**src/rtl/jtframe_dump_ctrl_if.sv**
```systemverilog
// Bus bundle for the frame-windowed dump controller: timing/download/config
// inputs toward the controller and the capture-window status back out.
interface jtframe_dump_ctrl_if #(
   parameter int CW = 32,
   parameter int LW = 16
);
   logic          vs;
   logic          dwn;
   logic          arm;
   logic          cfg_we;
   logic [CW-1:0] cfg_start;
   logic [LW-1:0] cfg_len;
   logic [CW-1:0] frame_cnt;
   logic          dump_en;
   logic          dump_on;
   logic          dump_off;
   logic [1:0]    st;

   modport master (
      output vs, dwn, arm, cfg_we, cfg_start, cfg_len,
      input  frame_cnt, dump_en, dump_on, dump_off, st
   );

   modport slave (
      input  vs, dwn, arm, cfg_we, cfg_start, cfg_len,
      output frame_cnt, dump_en, dump_on, dump_off, st
   );
endinterface

```
**src/rtl/jtframe_dump_ctrl.sv**
```systemverilog
// Frame-windowed capture scheduler: counts frames on vs falling edges and opens
// a dump window at a programmed frame for a programmed number of frames.
module jtframe_dump_ctrl #(
   parameter int CW = 32,
   parameter int LW = 16
) (
   input  logic                 clk,
   input  logic                 rst_n,
   jtframe_dump_ctrl_if.slave   bus
);
   typedef enum logic [1:0] {
      IDLE  = 2'd0,
      ARMED = 2'd1,
      DUMP  = 2'd2,
      DONE  = 2'd3
   } state_t;

   localparam logic [CW-1:0] CNT_ONE = {{(CW-1){1'b0}}, 1'b1};
   localparam logic [LW-1:0] REM_ONE = {{(LW-1){1'b0}}, 1'b1};

   logic          s1_r, s2_r, s3_r;
   logic          vs_fall_s;
   logic [CW-1:0] frame_cnt_r;
   logic [CW-1:0] start_r;
   logic [LW-1:0] len_r;
   logic [LW-1:0] rem_r;
   state_t        st_r;
   logic          dump_en_r, dump_on_r, dump_off_r;
   logic          stop_s;
   logic          match_s;

   assign vs_fall_s = s3_r & ~s2_r;
   assign stop_s    = bus.dwn | ~bus.arm;
   assign match_s   = vs_fall_s & (frame_cnt_r == start_r);

   // vs synchronizer plus edge-detect stage; idles high so reset never fakes an edge
   always_ff @(posedge clk or negedge rst_n) begin
      if (!rst_n) begin
         s1_r <= 1'b1;
         s2_r <= 1'b1;
         s3_r <= 1'b1;
      end else begin
         s1_r <= bus.vs;
         s2_r <= s1_r;
         s3_r <= s2_r;
      end
   end

   // Frame counter, held at zero for the whole download
   always_ff @(posedge clk or negedge rst_n) begin
      if (!rst_n) begin
         frame_cnt_r <= {CW{1'b0}};
      end else if (bus.dwn) begin
         frame_cnt_r <= {CW{1'b0}};
      end else if (vs_fall_s) begin
         frame_cnt_r <= frame_cnt_r + CNT_ONE;
      end else begin
         frame_cnt_r <= frame_cnt_r;
      end
   end

   // Window sequencer with registered status and one-cycle open/close pulses
   always_ff @(posedge clk or negedge rst_n) begin
      if (!rst_n) begin
         st_r       <= IDLE;
         start_r    <= {CW{1'b0}};
         len_r      <= {LW{1'b0}};
         rem_r      <= {LW{1'b0}};
         dump_en_r  <= 1'b0;
         dump_on_r  <= 1'b0;
         dump_off_r <= 1'b0;
      end else begin
         dump_on_r  <= 1'b0;
         dump_off_r <= 1'b0;
         case (st_r)
            IDLE: begin
               if (bus.cfg_we) begin
                  start_r <= bus.cfg_start;
                  len_r   <= bus.cfg_len;
               end
               if (bus.arm && !bus.dwn) begin
                  st_r <= ARMED;
               end
            end
            ARMED: begin
               // Disarm or download outranks a same-cycle start match
               if (stop_s) begin
                  st_r <= IDLE;
               end else if (match_s) begin
                  st_r      <= DUMP;
                  rem_r     <= len_r;
                  dump_en_r <= 1'b1;
                  dump_on_r <= 1'b1;
               end
            end
            DUMP: begin
               if (stop_s || (vs_fall_s && rem_r == REM_ONE)) begin
                  st_r       <= DONE;
                  rem_r      <= {LW{1'b0}};
                  dump_en_r  <= 1'b0;
                  dump_off_r <= 1'b1;
               end else if (vs_fall_s && rem_r != {LW{1'b0}}) begin
                  rem_r <= rem_r - REM_ONE;
               end
            end
            DONE: begin
               if (!bus.arm) begin
                  st_r <= IDLE;
               end
            end
            default: begin
               st_r      <= IDLE;
               dump_en_r <= 1'b0;
            end
         endcase
      end
   end

   assign bus.frame_cnt = frame_cnt_r;
   assign bus.dump_en   = dump_en_r;
   assign bus.dump_on   = dump_on_r;
   assign bus.dump_off  = dump_off_r;
   assign bus.st        = st_r;
endmodule

```
**src/flat_wrapper.sv**
```systemverilog
// flat-port wrapper written by rule: the top's interface ports become plain ports
module jtframe_dump_ctrl_flat 
#(
   parameter int CW = 32,
   parameter int LW = 16
)
  (clk, rst_n, bus_vs, bus_dwn, bus_arm, bus_cfg_we, bus_cfg_start, bus_cfg_len, bus_frame_cnt, bus_dump_en, bus_dump_on, bus_dump_off, bus_st);
  jtframe_dump_ctrl_if #(.CW(CW), .LW(LW)) bus_i ();
  input  logic clk;
  input  logic rst_n;
  input wire logic [$bits(bus_i.vs)-1:0] bus_vs;
  input wire logic [$bits(bus_i.dwn)-1:0] bus_dwn;
  input wire logic [$bits(bus_i.arm)-1:0] bus_arm;
  input wire logic [$bits(bus_i.cfg_we)-1:0] bus_cfg_we;
  input wire logic [$bits(bus_i.cfg_start)-1:0] bus_cfg_start;
  input wire logic [$bits(bus_i.cfg_len)-1:0] bus_cfg_len;
  output wire logic [$bits(bus_i.frame_cnt)-1:0] bus_frame_cnt;
  output wire logic [$bits(bus_i.dump_en)-1:0] bus_dump_en;
  output wire logic [$bits(bus_i.dump_on)-1:0] bus_dump_on;
  output wire logic [$bits(bus_i.dump_off)-1:0] bus_dump_off;
  output wire logic [$bits(bus_i.st)-1:0] bus_st;
  assign bus_i.vs = bus_vs;
  assign bus_i.dwn = bus_dwn;
  assign bus_i.arm = bus_arm;
  assign bus_i.cfg_we = bus_cfg_we;
  assign bus_i.cfg_start = bus_cfg_start;
  assign bus_i.cfg_len = bus_cfg_len;
  assign bus_frame_cnt = bus_i.frame_cnt;
  assign bus_dump_en = bus_i.dump_en;
  assign bus_dump_on = bus_i.dump_on;
  assign bus_dump_off = bus_i.dump_off;
  assign bus_st = bus_i.st;
  jtframe_dump_ctrl #(.CW(CW), .LW(LW)) u_core (.clk(clk), .rst_n(rst_n), .bus(bus_i));
endmodule
```
**config.mk**
```make
export PLATFORM = sky130hd
export DESIGN_NAME = jtframe_dump_ctrl_flat
export DESIGN_NICKNAME = d
export VERILOG_FILES = /design/src/rtl/jtframe_dump_ctrl_if.sv /design/src/rtl/jtframe_dump_ctrl.sv /design/src/flat_wrapper.sv
export SDC_FILE = /design/constraint.sdc
export NUM_CORES = 1
export LEC_CHECK = 0
export CAP_MARGIN = 20
export CORE_MARGIN = 2
export CORE_UTILIZATION = 40
export CTS_CLUSTER_DIAMETER = 80
export DETAILED_ROUTE_END_ITERATION = 7
export PLACE_DENSITY = 0.69
export SETUP_SLACK_MARGIN = 0.05
export SLEW_MARGIN = 20
export SYNTH_ARGS = -nofsm -noshare
export SYNTH_HDL_FRONTEND = slang
export SYNTH_SLANG_ARGS = --single-unit
```
**constraint.sdc**
```tcl
create_clock -name clk -period 2.12 [get_ports clk]
set_input_delay 0.318 -clock clk [delete_from_list [all_inputs] [get_ports clk]]
set_output_delay 0.318 -clock clk [all_outputs]
set_load 0.005 [all_outputs]
```
== After elaboration in Yosys (flattened, before gate mapping) ==
Index checks and enable logic that the tools add are counted.
Word-level totals
  flip-flop bits (word level): 104
  input port bits: 54
  output and inout port bits: 37
  logic and storage cells: 65
Cells by class
  add/subtract/negate cells: 2
  eq/ne operators: 12
  muxes and demuxes: 22
  bitwise gates (word level): 5
  reductions and logical operators: 13
Operators with widths (number)
  two-way mux 16 bit: 4
  two-way mux 32 bit: 2
  adder 32 x 1 -> 32 bit (second input constant): 1
  == test 32 bit: 1
  case mux 16 bit (2 select lines): 1
  == test 16 x 1 -> 1 bit (second input constant): 1
  nonzero test 16 bit: 1
  subtractor 16 x 1 -> 16 bit (second input constant): 1
  AND reduction 4 bit: 3
  two-way mux 2 bit: 5
  two-way mux 1 bit: 8
  case mux 2 bit (4 select lines): 1
  != test 2 x 1 -> 1 bit (second input constant): 3
  != test 3 x 1 -> 1 bit (second input constant): 2
  == test 2 bit (second input constant): 2
  != test 2 bit (second input constant): 2
  nonzero test 2 bit: 2
  logical AND 1 bit: 3
  bitwise AND 1 bit: 2
  == test 2 x 1 -> 1 bit (second input constant): 1
  logical NOT 2 bit: 1
  inverter 1 bit: 2
  case mux 1 bit (2 select lines): 1
  AND reduction 2 bit: 1
  3 further kinds: 3

== Longest topological paths before layout ==
Gate-level depths: netlist (run 1).
  depth after elaboration: 6
  mapped depth: 9
  depth with buffers taken out: 7

== Worst setup path after synthesis (run 1) ==
Ideal clock, no wire load.
  kind: register to register
  start point: reg u_core.rem_r[4]
  end point: reg u_core.rem_r[0]
  setup time: 0.125 ns
  data arrival time: 1.784 ns
  data required time: 1.995 ns
  path slack: 0.211 ns
  cell stages (with the launch flop): 7
  buffers on the path: 0
  clock period less this slack: 1.909 ns
  path through: dfrtp_1 > nor4_4 > nand4_2 > o221ai_2 > inv_2 > nor2_8 > mux2_4
Between the ends
  longest elaborated chain between the ends: 5
  elaborated cells between the ends (all ways): 9
  those cells by class: eq/ne (2); mux (2); reduce/logical (5)
Ends and longest elaborated chain
  from (decl): RTL line jtframe_dump_ctrl.sv:26  | logic [LW-1:0] rem_r;
  from (signal assigned): RTL line jtframe_dump_ctrl.sv:68  | rem_r <= {LW{1'b0}};
  from (signal assigned): RTL line jtframe_dump_ctrl.sv:91  | rem_r <= len_r;
  from (signal assigned): RTL line jtframe_dump_ctrl.sv:99  | rem_r <= {LW{1'b0}};
  == test 16 x 1 -> 1 bit: RTL line jtframe_dump_ctrl.sv:97  | if (stop_s || (vs_fall_s && rem_r == REM_ONE)) begin
  logical AND 1 bit: RTL line jtframe_dump_ctrl.sv:97
  logical OR 1 bit: RTL line jtframe_dump_ctrl.sv:97
  != test 3 x 1 -> 1 bit (no line) or two-way mux 16 bit (tied branches)
  AND reduction 4 bit (no line) or case mux 16 bit (2 select lines) (tied branches)
Parallel ways exist; a longest one is shown, timed or not.
A chain may end at the register's enable or synchronous reset.

== Final worst setup path (run 1) ==
  start point: reg u_core.frame_cnt_r[9] (netlist: u_core.bus.frame_cnt[9])
  end point: reg u_core.frame_cnt_r[20] (netlist: u_core.bus.frame_cnt[20])
Between the ends
  longest elaborated chain between the ends: 3
Ends and longest elaborated chain
  from (decl): RTL line jtframe_dump_ctrl.sv:23  | logic [CW-1:0] frame_cnt_r;
  from (signal assigned): RTL line jtframe_dump_ctrl.sv:52  | frame_cnt_r <= {CW{1'b0}};
  from (signal assigned): RTL line jtframe_dump_ctrl.sv:54  | frame_cnt_r <= {CW{1'b0}};
  from (signal assigned): RTL line jtframe_dump_ctrl.sv:56  | frame_cnt_r <= frame_cnt_r + CNT_ONE;
  adder 32 x 1 -> 32 bit: RTL line jtframe_dump_ctrl.sv:56
  two-way mux 32 bit: RTL line jtframe_dump_ctrl.sv:55  | end else if (vs_fall_s) begin
  two-way mux 32 bit: RTL line jtframe_dump_ctrl.sv:53  | end else if (bus.dwn) begin
Every way passes these cells. The select of a mux whose other input is x is not followed.

==> flow_summary.html, run 1 <==
<table>
<tr><th>Metric</th><th>Value</th></tr>
<tr><th colspan="2">Run</th></tr>
<tr><td>Max_cap viols</td><td>0</td></tr>
<tr><th colspan="2">CTS</th></tr>
<tr><td>Clock-pin slew on the worst setup and hold paths</td><td>approximately 0.07 ns</td></tr>
<tr><td>Clock network latency to the later pin of the worst-skew pair</td><td>about 0.36 ns</td></tr>
<tr><td>CTS buffer count</td><td>9</td></tr>
<tr><td>Clock sink count</td><td>about 100</td></tr>
<tr><td>Clock root buffer</td><td>clkbuf_16</td></tr>
<tr><td>Bufs on Longest Clock Path</td><td>2</td></tr>
<tr><td>H-tree depth</td><td>3</td></tr>
<tr><td>CTS tree</td><td>done</td></tr>
<tr><th colspan="2">Yosys</th></tr>
<tr><td>Sequential cell area fraction in the yosys report</td><td>between 40 and 50%</td></tr>
<tr><td>Total nets after synthesis</td><td>roughly 520</td></tr>
<tr><td>Flops &amp; latches, synth</td><td>104</td></tr>
<tr><td>Cell area after synthesis</td><td>0.005296 mm^2</td></tr>
<tr><td>Average instance area after synthesis</td><td>~11 um^2</td></tr>
<tr><td>Post-synthesis cell type count</td><td>between 50 and 60</td></tr>
<tr><td>Count of mapped cells out of synthesis</td><td>~470</td></tr>
<tr><td>Synthesis warning total</td><td>0</td></tr>
<tr><th colspan="2">Placed design</th></tr>
<tr><td>Number of placed instances with taps included</td><td>761</td></tr>
<tr><td>Post-Place Setup Slack</td><td>-0.02203 ns</td></tr>
<tr><td>GP Congestion</td><td>between 0.8 and 0.9</td></tr>
<tr><td>Placed wire-length estimate after detailed placement</td><td>9856 um</td></tr>
<tr><td>Input/output buffers</td><td>90</td></tr>
<tr><th colspan="2">Power and ir drop</th></tr>
<tr><td>Pwr Total</td><td>between 0.004 and 0.005 W</td></tr>
<tr><td>Power per cell area</td><td>686.2 mW/mm^2</td></tr>
<tr><td>Worst VDD drop</td><td>between 400 and 500 uV</td></tr>
<tr><td>Leak Pwr</td><td>between 3 and 4 nW</td></tr>
<tr><th colspan="2">Finish</th></tr>
<tr><td>Nets@finish</td><td>657</td></tr>
<tr><td>Area growth syn-to-layout</td><td>36.31%</td></tr>
<tr><td>Fraction of layout instances using a drive strength above 1</td><td>between 20% and 30%</td></tr>
<tr><td>Seq. cell area</td><td>~0.0026 mm^2</td></tr>
<tr><td>Area of combinational cells with multiple inputs</td><td>around 0.0027 mm^2</td></tr>
<tr><td>Number of fill cells in the layout</td><td>between 1,000 and 1,500</td></tr>
<tr><td>Post-Layout Cell Count</td><td>779</td></tr>
<tr><td>Antenna diodes</td><td>0</td></tr>
<tr><th colspan="2">Floorplanning</th></tr>
<tr><td>Chip height</td><td>roughly 120 um</td></tr>
<tr><td>Chip width</td><td>about 120 um</td></tr>
<tr><td>Total Die Area</td><td>about 0.014 mm^2</td></tr>
<tr><td>Core Footprint</td><td>~0.013 mm^2</td></tr>
<tr><td>Number of rows in the core area</td><td>42</td></tr>
<tr><td>Effective utilization at floorplan</td><td>between 40% and 50%</td></tr>
<tr><td>Number of primary I/O pins</td><td>91</td></tr>
<tr><th colspan="2">GRT</th></tr>
<tr><td>Sum of overflow across all layers after global routing</td><td>0</td></tr>
<tr><td>Initial antenna violation count</td><td>0</td></tr>
<tr><td>Busiest grt layer</td><td>met2</td></tr>
<tr><td>Met1 usage</td><td>26.09%</td></tr>
<tr><td>Number of global-route vias before repair</td><td>around 4,200</td></tr>
<tr><td>Grt met3 use</td><td>under 10%</td></tr>
<tr><td>Maximum number of pins on one net before global-route repair</td><td>44</td></tr>
<tr><td>Global-route wire length before repair</td><td>~22,000 um</td></tr>
<tr><td>Global-route track usage on met2</td><td>~32%</td></tr>
<tr><td>Total track usage</td><td>19.68%</td></tr>
<tr><th colspan="2">Routing</th></tr>
<tr><td>Starting DRT DRC Count</td><td>roughly 300</td></tr>
<tr><td>DRC viols</td><td>0</td></tr>
<tr><td>Routed wire per std cell</td><td>around 18 um</td></tr>
<tr><td>Post-Route WL</td><td>around 14,000 um</td></tr>
<tr><td>Number of nets with antenna violations after routing</td><td>0</td></tr>
<tr><td>Vias per inst</td><td>roughly 5.3</td></tr>
<tr><td>Iteration count of the initial detailed-routing pass</td><td>4</td></tr>
<tr><td>Vias after detailed routing</td><td>about 4,200</td></tr>
<tr><th colspan="2">Min path</th></tr>
<tr><td>Worst Hold Class</td><td>register to register</td></tr>
<tr><td>Launch instance of the worst min-delay path</td><td>u_core.s1_r$_DFF_PN1_</td></tr>
<tr><th colspan="2">Setup path</th></tr>
<tr><td>Required time at the worst-slack endpoint</td><td>around 2.4 ns</td></tr>
<tr><td>Timing startpoint of the critical path</td><td>u_core.bus.frame_cnt[9]$_DFFE_PN0P_</td></tr>
<tr><td>Highest fanout seen on the critical path</td><td>6</td></tr>
<tr><td>Arrival time reported for the critical path endpoint</td><td>2.24 ns</td></tr>
<tr><td>Startpoint kind of the worst setup timing path</td><td>register</td></tr>
<tr><td>Worst Setup End Kind</td><td>register</td></tr>
<tr><td>Startpoint of the worst-slack reg-to-reg timing path</td><td>u_core.bus.frame_cnt[9]$_DFFE_PN0P_</td></tr>
<tr><td>Category of the most critical setup path</td><td>register to register</td></tr>
<tr><th colspan="2">STA</th></tr>
<tr><td>Least-Margin Pin Slew</td><td>roughly 0.67 ns</td></tr>
<tr><td>Setup slack after layout</td><td>approximately 0.11 ns</td></tr>
<tr><td>Number of endpoints failing setup at the final stage</td><td>0</td></tr>
<tr><td>Time the worst path needs with I/O delays and setup</td><td>slightly above 2 ns</td></tr>
<tr><td>Final Hold Fails</td><td>0</td></tr>
<tr><td>Top achievable clock speed</td><td>496.4 MHz</td></tr>
<tr><td>Post-route fraction of the period consumed by the critical path</td><td>95.03%</td></tr>
<tr><td>Unrepaired setup endpoints after global routing</td><td>yes</td></tr>
<tr><td>Slew Viols, Final</td><td>0</td></tr>
<tr><td>Worst slew margin relative to its limit</td><td>a little under three fifths</td></tr>
<tr><td>Worst Skew</td><td>0.01015 ns</td></tr>
<tr><th colspan="2">Status</th></tr>
<tr><td>Result of the run</td><td>finished, final reports clean</td></tr>
</table>
path summary, 6_finish.rpt:
path                                                              to  slack [ns]  cells past startpoint
worst max-delay path            u_core.bus.frame_cnt[20]$_DFFE_PN0P_        0.11                      7
worst min-delay path                           u_core.s2_r$_DFF_PN1_        0.37                      0
worst max register to register  u_core.bus.frame_cnt[20]$_DFFE_PN0P_        0.11                      7
worst min register to register                 u_core.s2_r$_DFF_PN1_        0.37                      0
max in group asynchronous             u_core.start_r[16]$_DFFE_PN0P_        1.01                      3
min in group asynchronous        u_core.bus.frame_cnt[8]$_DFFE_PN0P_        0.44                      2
through the flow:
stage	instance area [um^2]	setup TNS, ns	utilization (%)	hold WS (ns)
after floorplan	5296	0	-	0.02241
final	7219	0	55.17	0.3657
after CTS	7102	0	54.27	0.3572
after detailed placement	6736	-0.02209	51.48	0.2877
after global routing	7219	0	55.17	0.3595
after global placement	6736	0	51.48	0.2855
timing repair:
action                                  CTS  global route
buffers inserted                          0             2
endpoints found under the hold margin    24             0
pin swaps                                 0             5
gates resized for setup                   3            20
endpoints found under the setup margin   10            24
hold buffers                              1             0
flip-flops by register name, summed over array words and instances (netlist names), named ones only:
signal / flops
u_core.bus.frame_cnt: 32
u_core.start_r: 32
u_core.len_r: 16
u_core.rem_r: 16
u_core.bus.dump_en: 1
u_core.bus.dump_off: 1
u_core.bus.dump_on: 1
u_core.bus.st: 1
u_core.s1_r: 1
u_core.s2_r: 1
u_core.s3_r: 1
where the power goes:
group	leakage, nW	switching (W)	internal [W]
clock	0.161	0.000736	0.00118
sequential	1.32	0.000141	0.00215
combinational	1.52	0.000338	0.000413
kinds of logic (layout without fill, tap and decap cells):
logic type | Yosys count | after routing | synth area share [%]
adder cells (fa/ha/maj) | 4 | 4 | 0.9450
flip-flops | 104 | 104 | 49.21
XOR/XNOR | 60 | 60 | 9.922
AO/OA/AOI/OAI | 49 | 49 | 8.647
buffers and inverters | 28 | 166 | 2.551
AND/OR/NAND/NOR | 170 | 170 | 18.07
multiplexers | 50 | 50 | 10.65
worst max-delay path, stage by stage, from the launching register on:
cell and delay [ns]:
dfrtp_1 0.40, buf_4 0.17, and4_1 0.32, nand4_4 0.18, nor3_1 0.44, nand3_1 0.15, xor2_1 0.17, nor2_1 0.06
Yosys cell counts (all sizes together):
cell type	number	area share, %
a21o	2	0.28
dfstp	3	1.5
a22oi	3	0.43
nand4	19	2.5
nand3	17	1.6
mux2	48	10
and4	8	1.3
nor3b	2	0.28
o221ai	14	3.7
o311ai	2	0.33
o21ai	5	0.47
o22ai	1	0.12
xor2	31	5.1
nand2b	4	0.47
o211ai	4	0.57
nor2b	4	0.47
nor3	12	1.3
a32oi	8	1.3
nand2	34	2.4
o211a	1	0.33
o22a	1	0.17
and2	2	0.24
a21oi	6	0.57
mux2i	2	0.38
o2bb2ai	2	0.33
inv	9	0.64
xnor2	29	4.8
buf	11	1.3
nor4	9	2.1
or3	1	0.12
nor2	47	3.6
or2	1	0.12
ha	4	0.94
dfrtp	101	48
and3	3	0.35
clkbuf	8	0.57
nand3b	4	0.57
nand4b	1	0.17
and3b	1	0.17
and4b	1	0.19
layer usage:
metal / wire length [um] / up-vias / part of all wire [%]
li1: - / 1939 / -
met1: 6074 / 2104 / 44
met2: 6753 / 108 / 49
met3: 660 / 16 / 4.8
met4: 195 / 0 / 1.4
met5: 0 / - / 0
area by class of cell:
cell class              count  area share [%]
flip-flops and latches    104           36.12
repair buffers            142           18.58
clock inverters             5           1.456
well taps                 176           3.050
inverters                   9          0.4679
clock buffers              10           3.310
multi-input cells         333           37.02
cells in the final DEF, fill, tap and decap left out, types with 3 or more instances in the layout:
cell type        Yosys  layout
dfstp_2              3       3
nor4_4               3       4
nand3b_1             4       4
dfrtp_1            101     100
o211ai_1             4       4
and3_1               3       3
and4_1               8       6
buf_4                2      48
nand4_1             17      17
xnor2_2              0       5
nor2_1              46      44
a21oi_1              6       6
o221ai_2            12      13
bufinv_16            0       3
nand3_1             17      17
o21ai_0              5       4
a22oi_1              3       3
nand2_1             34      33
xor2_1              31      31
buf_12               0       4
a32oi_1              8       8
inv_1                8       8
xnor2_1             29      24
clkbuf_16            0       9
nor4_2               2       3
nor2b_1              4       3
mux2_2              47      47
nor3_1              10      10
clkdlybuf4s50_1      0      89
ha_1                 4       4
nand2b_1             4       4
Note: power is estimated with default switching activity, not from simulation.
==> run 2, diff against run 1 <==
- DONT_BUFFER_PORTS: not set -> 1
- PLACE_DENSITY: 0.69 -> 0.6
==> flow_summary.html, run 2 (synthesis gave the netlist of run 1 again) <==
<table>
<tr><th>Metric</th><th>Value</th></tr>
<tr><th colspan="2">Setup path</th></tr>
<tr><td>Required time at the worst-slack endpoint</td><td>2.39 ns (+0.04 ns)</td></tr>
<tr><td>Arrival time reported for the critical path endpoint</td><td>2.31 ns (+0.07 ns)</td></tr>
<tr><td>Highest fanout seen on the critical path</td><td>5 (-1)</td></tr>
<tr><td>Startpoint kind of the worst setup timing path</td><td>register</td></tr>
<tr><td>Register-to-Register Path Depth</td><td>8 (+1)</td></tr>
<tr><td>Category of the most critical setup path</td><td>register to register</td></tr>
<tr><td>Worst Setup End Kind</td><td>register</td></tr>
<tr><th colspan="2">GRT</th></tr>
<tr><td>Initial antenna violation count</td><td>1 (+1)</td></tr>
<tr><td>Busiest grt layer</td><td>met2</td></tr>
<tr><td>Global-route track usage on met2</td><td>28.20% (-4.1 points)</td></tr>
<tr><td>Met1 usage</td><td>25.27% (-0.82 points)</td></tr>
<tr><td>Total track usage</td><td>18.45% (-1.2 points)</td></tr>
<tr><td>Global-route wire length before repair</td><td>20,380 um (-6.4%)</td></tr>
<tr><td>Sum of overflow across all layers after global routing</td><td>0 (unchanged)</td></tr>
<tr><td>Maximum number of pins on one net before global-route repair</td><td>105 (+140%)</td></tr>
<tr><td>Grt met3 use</td><td>6.130% (+1.7 points)</td></tr>
<tr><td>Number of global-route vias before repair</td><td>3,766 (-10%)</td></tr>
<tr><th colspan="2">Floorplanning</th></tr>
<tr><td>Number of primary I/O pins</td><td>91 (unchanged)</td></tr>
<tr><td>Number of rows in the core area</td><td>42 (unchanged)</td></tr>
<tr><td>Total Die Area</td><td>0.01418 mm^2 (unchanged)</td></tr>
<tr><td>Effective utilization at floorplan</td><td>40.48% (unchanged)</td></tr>
<tr><td>Chip width</td><td>119.1 um (unchanged)</td></tr>
<tr><td>Chip height</td><td>119.1 um (unchanged)</td></tr>
<tr><td>Core Footprint</td><td>0.01309 mm^2 (unchanged)</td></tr>
<tr><th colspan="2">STA</th></tr>
<tr><td>Unrepaired setup endpoints after global routing</td><td>yes</td></tr>
<tr><td>Sum of negative setup slack</td><td>0 ns (unchanged)</td></tr>
<tr><td>Post-route fraction of the period consumed by the critical path</td><td>95.85% (+0.82 points)</td></tr>
<tr><td>Least-Margin Pin Slew</td><td>0.4401 ns (-0.2266 ns)</td></tr>
<tr><td>Top achievable clock speed</td><td>492.1 MHz (-0.85%)</td></tr>
<tr><td>Final Hold Slack</td><td>-0.3461 ns (-0.7118 ns)</td></tr>
<tr><td>Final Hold Fails</td><td>104 (+104)</td></tr>
<tr><td>Worst Skew</td><td>0.01289 ns (+0.002746 ns)</td></tr>
<tr><td>Worst slew margin relative to its limit</td><td>70.28% (+15 points)</td></tr>
<tr><td>Slew Viols, Final</td><td>0 (unchanged)</td></tr>
<tr><td>Time the worst path needs with I/O delays and setup</td><td>2.032 ns (+0.01732 ns)</td></tr>
<tr><td>Number of endpoints failing setup at the final stage</td><td>0 (unchanged)</td></tr>
<tr><th colspan="2">Finish</th></tr>
<tr><td>Number of fill cells in the layout</td><td>1,182 (+5.8%)</td></tr>
<tr><td>Area of all placed cells without fillers</td><td>0.006369 mm^2 (-12%)</td></tr>
<tr><td>Post-Layout Cell Count</td><td>696 (-11%)</td></tr>
<tr><td>Most frequent standard cell in the layout excluding fill and tap cells</td><td>dfrtp_1</td></tr>
<tr><td>Most frequent cells in the layout</td><td>100 x dfrtp_1, 49 x buf_4, 47 x mux2_2</td></tr>
<tr><td>Fraction of layout instances using a drive strength above 1</td><td>31.21% (+4.7 points)</td></tr>
<tr><td>Area of combinational cells with multiple inputs</td><td>0.002659 mm^2 (-0.51%)</td></tr>
<tr><td>Seq. cell area</td><td>0.002608 mm^2 (unchanged)</td></tr>
<tr><td>Nets@finish</td><td>572 (-13%)</td></tr>
<tr><td>Area growth syn-to-layout</td><td>20.25%</td></tr>
<tr><th colspan="2">Routing</th></tr>
<tr><td>Vias per inst</td><td>5.466 (+2.2%)</td></tr>
<tr><td>Number of nets with antenna violations after routing</td><td>0 (unchanged)</td></tr>
<tr><td>Post-Route WL</td><td>12,970 um (-5.2%)</td></tr>
<tr><td>Starting DRT DRC Count</td><td>231 (-25%)</td></tr>
<tr><td>Vias after detailed routing</td><td>3,804 (-8.7%)</td></tr>
<tr><td>Routed wire per std cell</td><td>18.64 um (+6.1%)</td></tr>
<tr><td>DRC viols</td><td>0 (unchanged)</td></tr>
<tr><td>Iteration count of the initial detailed-routing pass</td><td>4 (unchanged)</td></tr>
<tr><th colspan="2">CTS</th></tr>
<tr><td>Bufs on Longest Clock Path</td><td>2 (unchanged)</td></tr>
<tr><td>Clock sink count</td><td>104 (unchanged)</td></tr>
<tr><td>CTS tree</td><td>done</td></tr>
<tr><td>Clock network latency to the later pin of the worst-skew pair</td><td>0.36 ns (about the same)</td></tr>
<tr><td>Clock-pin slew on the worst setup and hold paths</td><td>0.08 ns (about the same)</td></tr>
<tr><td>H-tree depth</td><td>3 (unchanged)</td></tr>
<tr><td>Clock root buffer</td><td>clkbuf_16</td></tr>
<tr><td>CTS buffer count</td><td>9 (unchanged)</td></tr>
<tr><td>Count of hold-fix buffers inserted at cts</td><td>1 (unchanged)</td></tr>
<tr><th colspan="2">Power and ir drop</th></tr>
<tr><td>Worst VDD drop</td><td>503.8 uV (+13%)</td></tr>
<tr><td>Power per cell area</td><td>760.6 mW/mm^2 (+11%)</td></tr>
<tr><td>Pwr Total</td><td>0.004844 W (-2.2%)</td></tr>
<tr><td>Leak Pwr</td><td>2.711 nW (-9.6%)</td></tr>
<tr><th colspan="2">Placed design</th></tr>
<tr><td>GP Congestion</td><td>0.8056 (-3.8%)</td></tr>
<tr><td>Number of placed instances with taps included</td><td>669 (-12%)</td></tr>
<tr><td>Input/output buffers</td><td>0 (-100%)</td></tr>
<tr><td>Placed wire-length estimate after detailed placement</td><td>9009 um (-8.6%)</td></tr>
<tr><td>Placement-stage cell area</td><td>0.005798 mm^2 (-14%)</td></tr>
<tr><th colspan="2">Run</th></tr>
<tr><td>Max_cap viols</td><td>0 (unchanged)</td></tr>
<tr><th colspan="2">Min path</th></tr>
<tr><td>Worst Hold Class</td><td>primary input to async pin</td></tr>
<tr><th colspan="2">Status</th></tr>
<tr><td>Result of the run</td><td>complete, but fails checks</td></tr>
<tr><td>Failing checks</td><td>negative hold slack</td></tr>
</table>
run 2: changes by cell type in the layout (fill, tap and decap cells not counted), sizes merged:
cell	previous run	this run
clkdlybuf4s50	89	0
clkinvlp	2	0
buf	52	54
inv	9	11
clkinv	0	1
diode	0	1
o211a	1	2
clkbuf	10	11
run 2: layout make-up:
cell class / instances / share of cell area [%]
multi-input cells: 334 / 41.75
inverters: 9 / 0.5305
diodes: 1 / 0.03929
clock buffers: 10 / 3.752
repair buffers: 56 / 7.760
well taps: 176 / 3.458
flip-flops and latches: 104 / 40.94
clock inverters: 6 / 1.768
run 2: path summary, 6_finish.rpt:
kind | slack, ns | start | endpoint
max | 0.09 | u_core.rem_r[3]$_DFFE_PN0P_ | u_core.rem_r[15]$_DFFE_PN0P_
min | -0.35 | rst_n | u_core.bus.frame_cnt[12]$_DFFE_PN0P_
max reg2reg | 0.09 | u_core.rem_r[3]$_DFFE_PN0P_ | u_core.rem_r[15]$_DFFE_PN0P_
min reg2reg | 0.36 | u_core.s1_r$_DFF_PN1_ | u_core.s2_r$_DFF_PN1_
max in group asynchronous | 2.24 | rst_n | u_core.s3_r$_DFF_PN1_
min in group clk | 0.03 | bus_dwn | u_core.bus.frame_cnt[30]$_DFFE_PN0P_
run 2: report_power, final:
group | internal (W) | leakage, nW | switching (W)
registers | 0.00215 | 1.32 | 0.000136
logic | 0.000321 | 1.22 | 0.000278
clock network | 0.00119 | 0.173 | 0.000769
run 2: worst max-delay path, stage by stage, from the launching register on:
cell and delay, ns:
dfrtp_2 0.45, nor4_4 0.41, buf_4 0.19, nand3b_1 0.16, buf_4 0.20, nor2_4 0.13
and4b_1 0.21, a21oi_1 0.05, o221ai_2 0.16
run 2: stage by stage:
| step | util (%) | hold slack (ns) | setup slack (ns) |
|---|---|---|---|
| global route | 48.65 | -0.3701 | 0.01603 |
| finish | 48.67 | -0.3461 | 0.08801 |
| global placement | 44.31 | 0.02881 | -0.1622 |
| CTS | 47.63 | -0.3601 | 0.04717 |
| floorplan | - | 0.02241 | 0.2106 |
| detailed placement | 44.31 | 0.02914 | -0.1786 |
run 2: per-layer routing:
metal / part of all wire [%] / up-vias / wire, um
met4: 0.95 / 0 / 123
met5: 0 / - / 0
met2: 47 / 95 / 6141
met1: 46 / 1916 / 5992
li1: - / 1780 / -
met3: 5.5 / 13 / 714
run 2: timing repair:
item	in CTS	in global routing
gates cloned	0	2
hold endpoints to repair	105	104
pin swaps	2	13
buffers inserted	2	5
resized for setup	5	14
endpoints found under the setup margin	17	25
==> run 3, diff against run 2 <==
- CORE_ASPECT_RATIO: not set -> 0.8
==> flow_summary.html, run 3 (synthesis gave the netlist of run 1 again) <==
<table>
<tr><th>Metric</th><th>Value</th></tr>
<tr><th colspan="2">Status</th></tr>
<tr><td>Result of the run</td><td>complete, but fails checks</td></tr>
<tr><td>Failing checks</td><td>negative hold slack</td></tr>
<tr><th colspan="2">Setup path</th></tr>
<tr><td>End of the critical path</td><td>u_core.rem_r[4]$_DFFE_PN0P_</td></tr>
<tr><td>Reg2reg setup slack</td><td>0.07 ns (-0.02 ns)</td></tr>
<tr><td>Required time at the worst-slack endpoint</td><td>2.35 ns (-0.04 ns)</td></tr>
<tr><td>Cell-by-cell trace of the critical path</td><td>xnor2_2 &gt; nand4_1 &gt; nor4_4 &gt; nand2_2 &gt; nor4_4 &gt; buf_4 &gt; clkbuf_16 &gt; o221ai_2</td></tr>
<tr><td>Cell depth of the worst setup path</td><td>8 (unchanged)</td></tr>
<tr><td>Timing startpoint of the critical path</td><td>u_core.start_r[22]$_DFFE_PN0P_</td></tr>
<tr><td>CP most frequent cell</td><td>nor4_4</td></tr>
<tr><td>Register-to-Register Path Depth</td><td>8 (unchanged)</td></tr>
<tr><td>Startpoint kind of the worst setup timing path</td><td>register</td></tr>
<tr><td>Largest stage delay, worst path</td><td>0.41 ns (-0.04 ns)</td></tr>
<tr><td>Highest fanout seen on the critical path</td><td>6 (+1)</td></tr>
<tr><td>Worst reg2reg endpoint</td><td>u_core.rem_r[4]$_DFFE_PN0P_</td></tr>
<tr><td>Top delay family on crit path</td><td>simple AND/OR/NAND/NOR gates</td></tr>
<tr><td>Startpoint of the worst-slack reg-to-reg timing path</td><td>u_core.start_r[22]$_DFFE_PN0P_</td></tr>
<tr><td>Crit path buffers/inverters</td><td>2 (unchanged)</td></tr>
<tr><td>Highest-delay cell along the critical path</td><td>dfrtp_1</td></tr>
<tr><td>Category of the most critical setup path</td><td>register to register</td></tr>
<tr><td>Worst Setup End Kind</td><td>register</td></tr>
<tr><td>Arrival time reported for the critical path endpoint</td><td>2.28 ns (-0.03 ns)</td></tr>
<tr><th colspan="2">Routing</th></tr>
<tr><td>Iteration count of the initial detailed-routing pass</td><td>5 (+1)</td></tr>
<tr><td>Number of nets with antenna violations after routing</td><td>0 (unchanged)</td></tr>
<tr><td>Vias per inst</td><td>5.553 (+1.6%)</td></tr>
<tr><td>Vias after detailed routing</td><td>3,843 (+1.0%)</td></tr>
<tr><td>Starting DRT DRC Count</td><td>269 (+16%)</td></tr>
<tr><td>Routed wire per std cell</td><td>19.32 um (+3.7%)</td></tr>
<tr><td>DRC viols</td><td>0 (unchanged)</td></tr>
<tr><td>Post-Route WL</td><td>13,370 um (+3.1%)</td></tr>
<tr><th colspan="2">STA</th></tr>
<tr><td>Worst slew margin relative to its limit</td><td>60.27% (-10 points)</td></tr>
<tr><td>Slew Viols, Final</td><td>0 (unchanged)</td></tr>
<tr><td>Number of endpoints failing setup at the final stage</td><td>0 (unchanged)</td></tr>
<tr><td>Top achievable clock speed</td><td>487.1 MHz (-1.0%)</td></tr>
<tr><td>Post-route fraction of the period consumed by the critical path</td><td>96.84% (+1.0 points)</td></tr>
<tr><td>Time the worst path needs with I/O delays and setup</td><td>2.053 ns (+0.02111 ns)</td></tr>
<tr><td>Unrepaired setup endpoints after global routing</td><td>yes</td></tr>
<tr><td>Least-Margin Pin Slew</td><td>0.5959 ns (+0.1558 ns)</td></tr>
<tr><td>Final Hold Fails</td><td>104 (unchanged)</td></tr>
<tr><td>Worst Skew</td><td>0.01100 ns (-0.001892 ns)</td></tr>
<tr><td>Final Hold Slack</td><td>-0.3454 ns (+0.0007310 ns)</td></tr>
<tr><th colspan="2">Power and ir drop</th></tr>
<tr><td>Power per cell area</td><td>745.8 mW/mm^2 (-1.9%)</td></tr>
<tr><td>Logic pwr share</td><td>12.5% (about the same)</td></tr>
<tr><td>Leak Pwr</td><td>2.679 nW (-1.2%)</td></tr>
<tr><td>Pwr Total</td><td>0.004713 W (-2.7%)</td></tr>
<tr><td>Share of power burned in registers</td><td>48.5% (+1.4 points)</td></tr>
<tr><td>Net switching share of the total power</td><td>24.48% (+0.050 points)</td></tr>
<tr><td>Cell Int Power</td><td>0.003560 W (-2.8%)</td></tr>
<tr><td>Clk pwr share</td><td>39.0% (-1.5 points)</td></tr>
<tr><td>Net switching power figure</td><td>0.001154 W (-2.5%)</td></tr>
<tr><td>Worst VDD drop</td><td>439.9 uV (-13%)</td></tr>
<tr><th colspan="2">Floorplanning</th></tr>
<tr><td>Core Footprint</td><td>0.01292 mm^2 (-1.3%)</td></tr>
<tr><td>Number of rows in the core area</td><td>37 (-12%)</td></tr>
<tr><td>Chip height</td><td>106.9 um (-10%)</td></tr>
<tr><td>Chip width</td><td>132.7 um (+11%)</td></tr>
<tr><td>Number of primary I/O pins</td><td>91 (unchanged)</td></tr>
<tr><td>Total Die Area</td><td>0.01418 mm^2 (about the same)</td></tr>
<tr><td>Effective utilization at floorplan</td><td>41.01% (+0.53 points)</td></tr>
<tr><th colspan="2">GRT</th></tr>
<tr><td>Maximum number of pins on one net before global-route repair</td><td>105 (unchanged)</td></tr>
<tr><td>Global-route wire length before repair</td><td>21,490 um (+5.5%)</td></tr>
<tr><td>Total track usage</td><td>19.79% (+1.3 points)</td></tr>
<tr><td>Sum of overflow across all layers after global routing</td><td>0 (unchanged)</td></tr>
<tr><td>Number of global-route vias before repair</td><td>3,879 (+3.0%)</td></tr>
<tr><td>Initial antenna violation count</td><td>2 (+1)</td></tr>
<tr><th colspan="2">CTS</th></tr>
<tr><td>H-tree depth</td><td>3 (unchanged)</td></tr>
<tr><td>Clock-pin slew on the worst setup and hold paths</td><td>0.07 ns (about the same)</td></tr>
<tr><td>Count of hold-fix buffers inserted at cts</td><td>1 (unchanged)</td></tr>
<tr><td>Bufs on Longest Clock Path</td><td>2 (unchanged)</td></tr>
<tr><td>CTS buffer count</td><td>9 (unchanged)</td></tr>
<tr><td>Clock root buffer</td><td>clkbuf_16</td></tr>
<tr><td>Clock sink count</td><td>104 (unchanged)</td></tr>
<tr><td>Clock network latency to the later pin of the worst-skew pair</td><td>0.36 ns (about the same)</td></tr>
<tr><td>CTS tree</td><td>done</td></tr>
<tr><th colspan="2">Placed design</th></tr>
<tr><td>GP Congestion</td><td>0.8603 (+6.8%)</td></tr>
<tr><td>Input/output buffers</td><td>0 (unchanged)</td></tr>
<tr><td>Number of placed instances with taps included</td><td>672 (+0.45%)</td></tr>
<tr><td>Placed wire-length estimate after detailed placement</td><td>9540 um (+5.9%)</td></tr>
<tr><th colspan="2">Min path</th></tr>
<tr><td>Worst Hold Class</td><td>primary input to async pin</td></tr>
<tr><th colspan="2">Finish</th></tr>
<tr><td>Most frequent standard cell in the layout excluding fill and tap cells</td><td>dfrtp_1</td></tr>
<tr><td>Fraction of layout instances using a drive strength above 1</td><td>30.62% (-0.59 points)</td></tr>
<tr><td>Area growth syn-to-layout</td><td>19.32%</td></tr>
<tr><td>End-of-flow core utilization</td><td>48.93% (+0.26 points)</td></tr>
<tr><td>Most frequent cells in the layout</td><td>101 x dfrtp_1, 48 x buf_4, 47 x mux2_2</td></tr>
<tr><td>Nets@finish</td><td>570 (-0.35%)</td></tr>
<tr><td>Post-Layout Cell Count</td><td>692 (-0.57%)</td></tr>
<tr><th colspan="2">Run</th></tr>
<tr><td>Max_cap viols</td><td>0 (unchanged)</td></tr>
</table>
run 3: through the flow:
stage               setup TNS, ns  setup slack [ns]  cell area [um^2]
floorplan                       0            0.2106              5296
detailed placement        -0.5695          -0.07498              5839
global placement                0           0.01650              5839
CTS                             0           0.07470              6205
global route              -0.4641          -0.05848              6317
finish                          0           0.06690              6320
run 3: power by group through the flow:
stage	Sequential (W)	Combinational, W	Clock [W]
floorplan	0.00228	0.000426	0
global placement	0.00231	0.000544	0
finish	0.00229	0.000589	0.00184
global route	0.00231	0.000653	0.00194
CTS	0.00228	0.000568	0.00188
detailed placement	0.00232	0.000558	0
run 3: worst min path at each step:
stage                     slack [ns]  start                              to  cells past startpoint
final                          -0.35  rst_n  u_core.start_r[22]$_DFFE_PN0P_                      0
after floorplan                 0.02  rst_n                       async pin                      0
after global placement          0.02  rst_n  u_core.start_r[22]$_DFFE_PN0P_                      0
after CTS                      -0.36  rst_n  u_core.start_r[23]$_DFFE_PN0P_                      0
after detailed placement        0.02  rst_n  u_core.start_r[22]$_DFFE_PN0P_                      0
after global routing           -0.36  rst_n  u_core.start_r[13]$_DFFE_PN0P_                      0
run 3: layout make-up:
class                      count  area [um^2]
multi-input combinational    334         2661
tap                          175        219.0
clock buffer                  11        252.7
inverter                       9        33.78
clock inverter                 4        77.57
fill                        1160         6596
timing repair buffer          54        466.7
sequential                   104         2606
antenna                        1        2.502
run 3: routing by layer:
metal	global-route usage, %	wire (um)	up-vias	part of all wire [%]
met5	0	7	-	0.052
met4	4.071	133	2	0.99
met3	8.652	1207	13	9.0
met2	28.13	5603	128	42
met1	27.98	6419	1933	48
li1	-	-	1767	-
run 3: timing repair:
item / in CTS / in global routing
buffers inserted: 0 / 1
hold endpoints to repair: 105 / 104
resized for setup: 4 / 15
setup endpoints to repair: 16 / 22
cloned: 0 / 2
pin swaps: 2 / 13
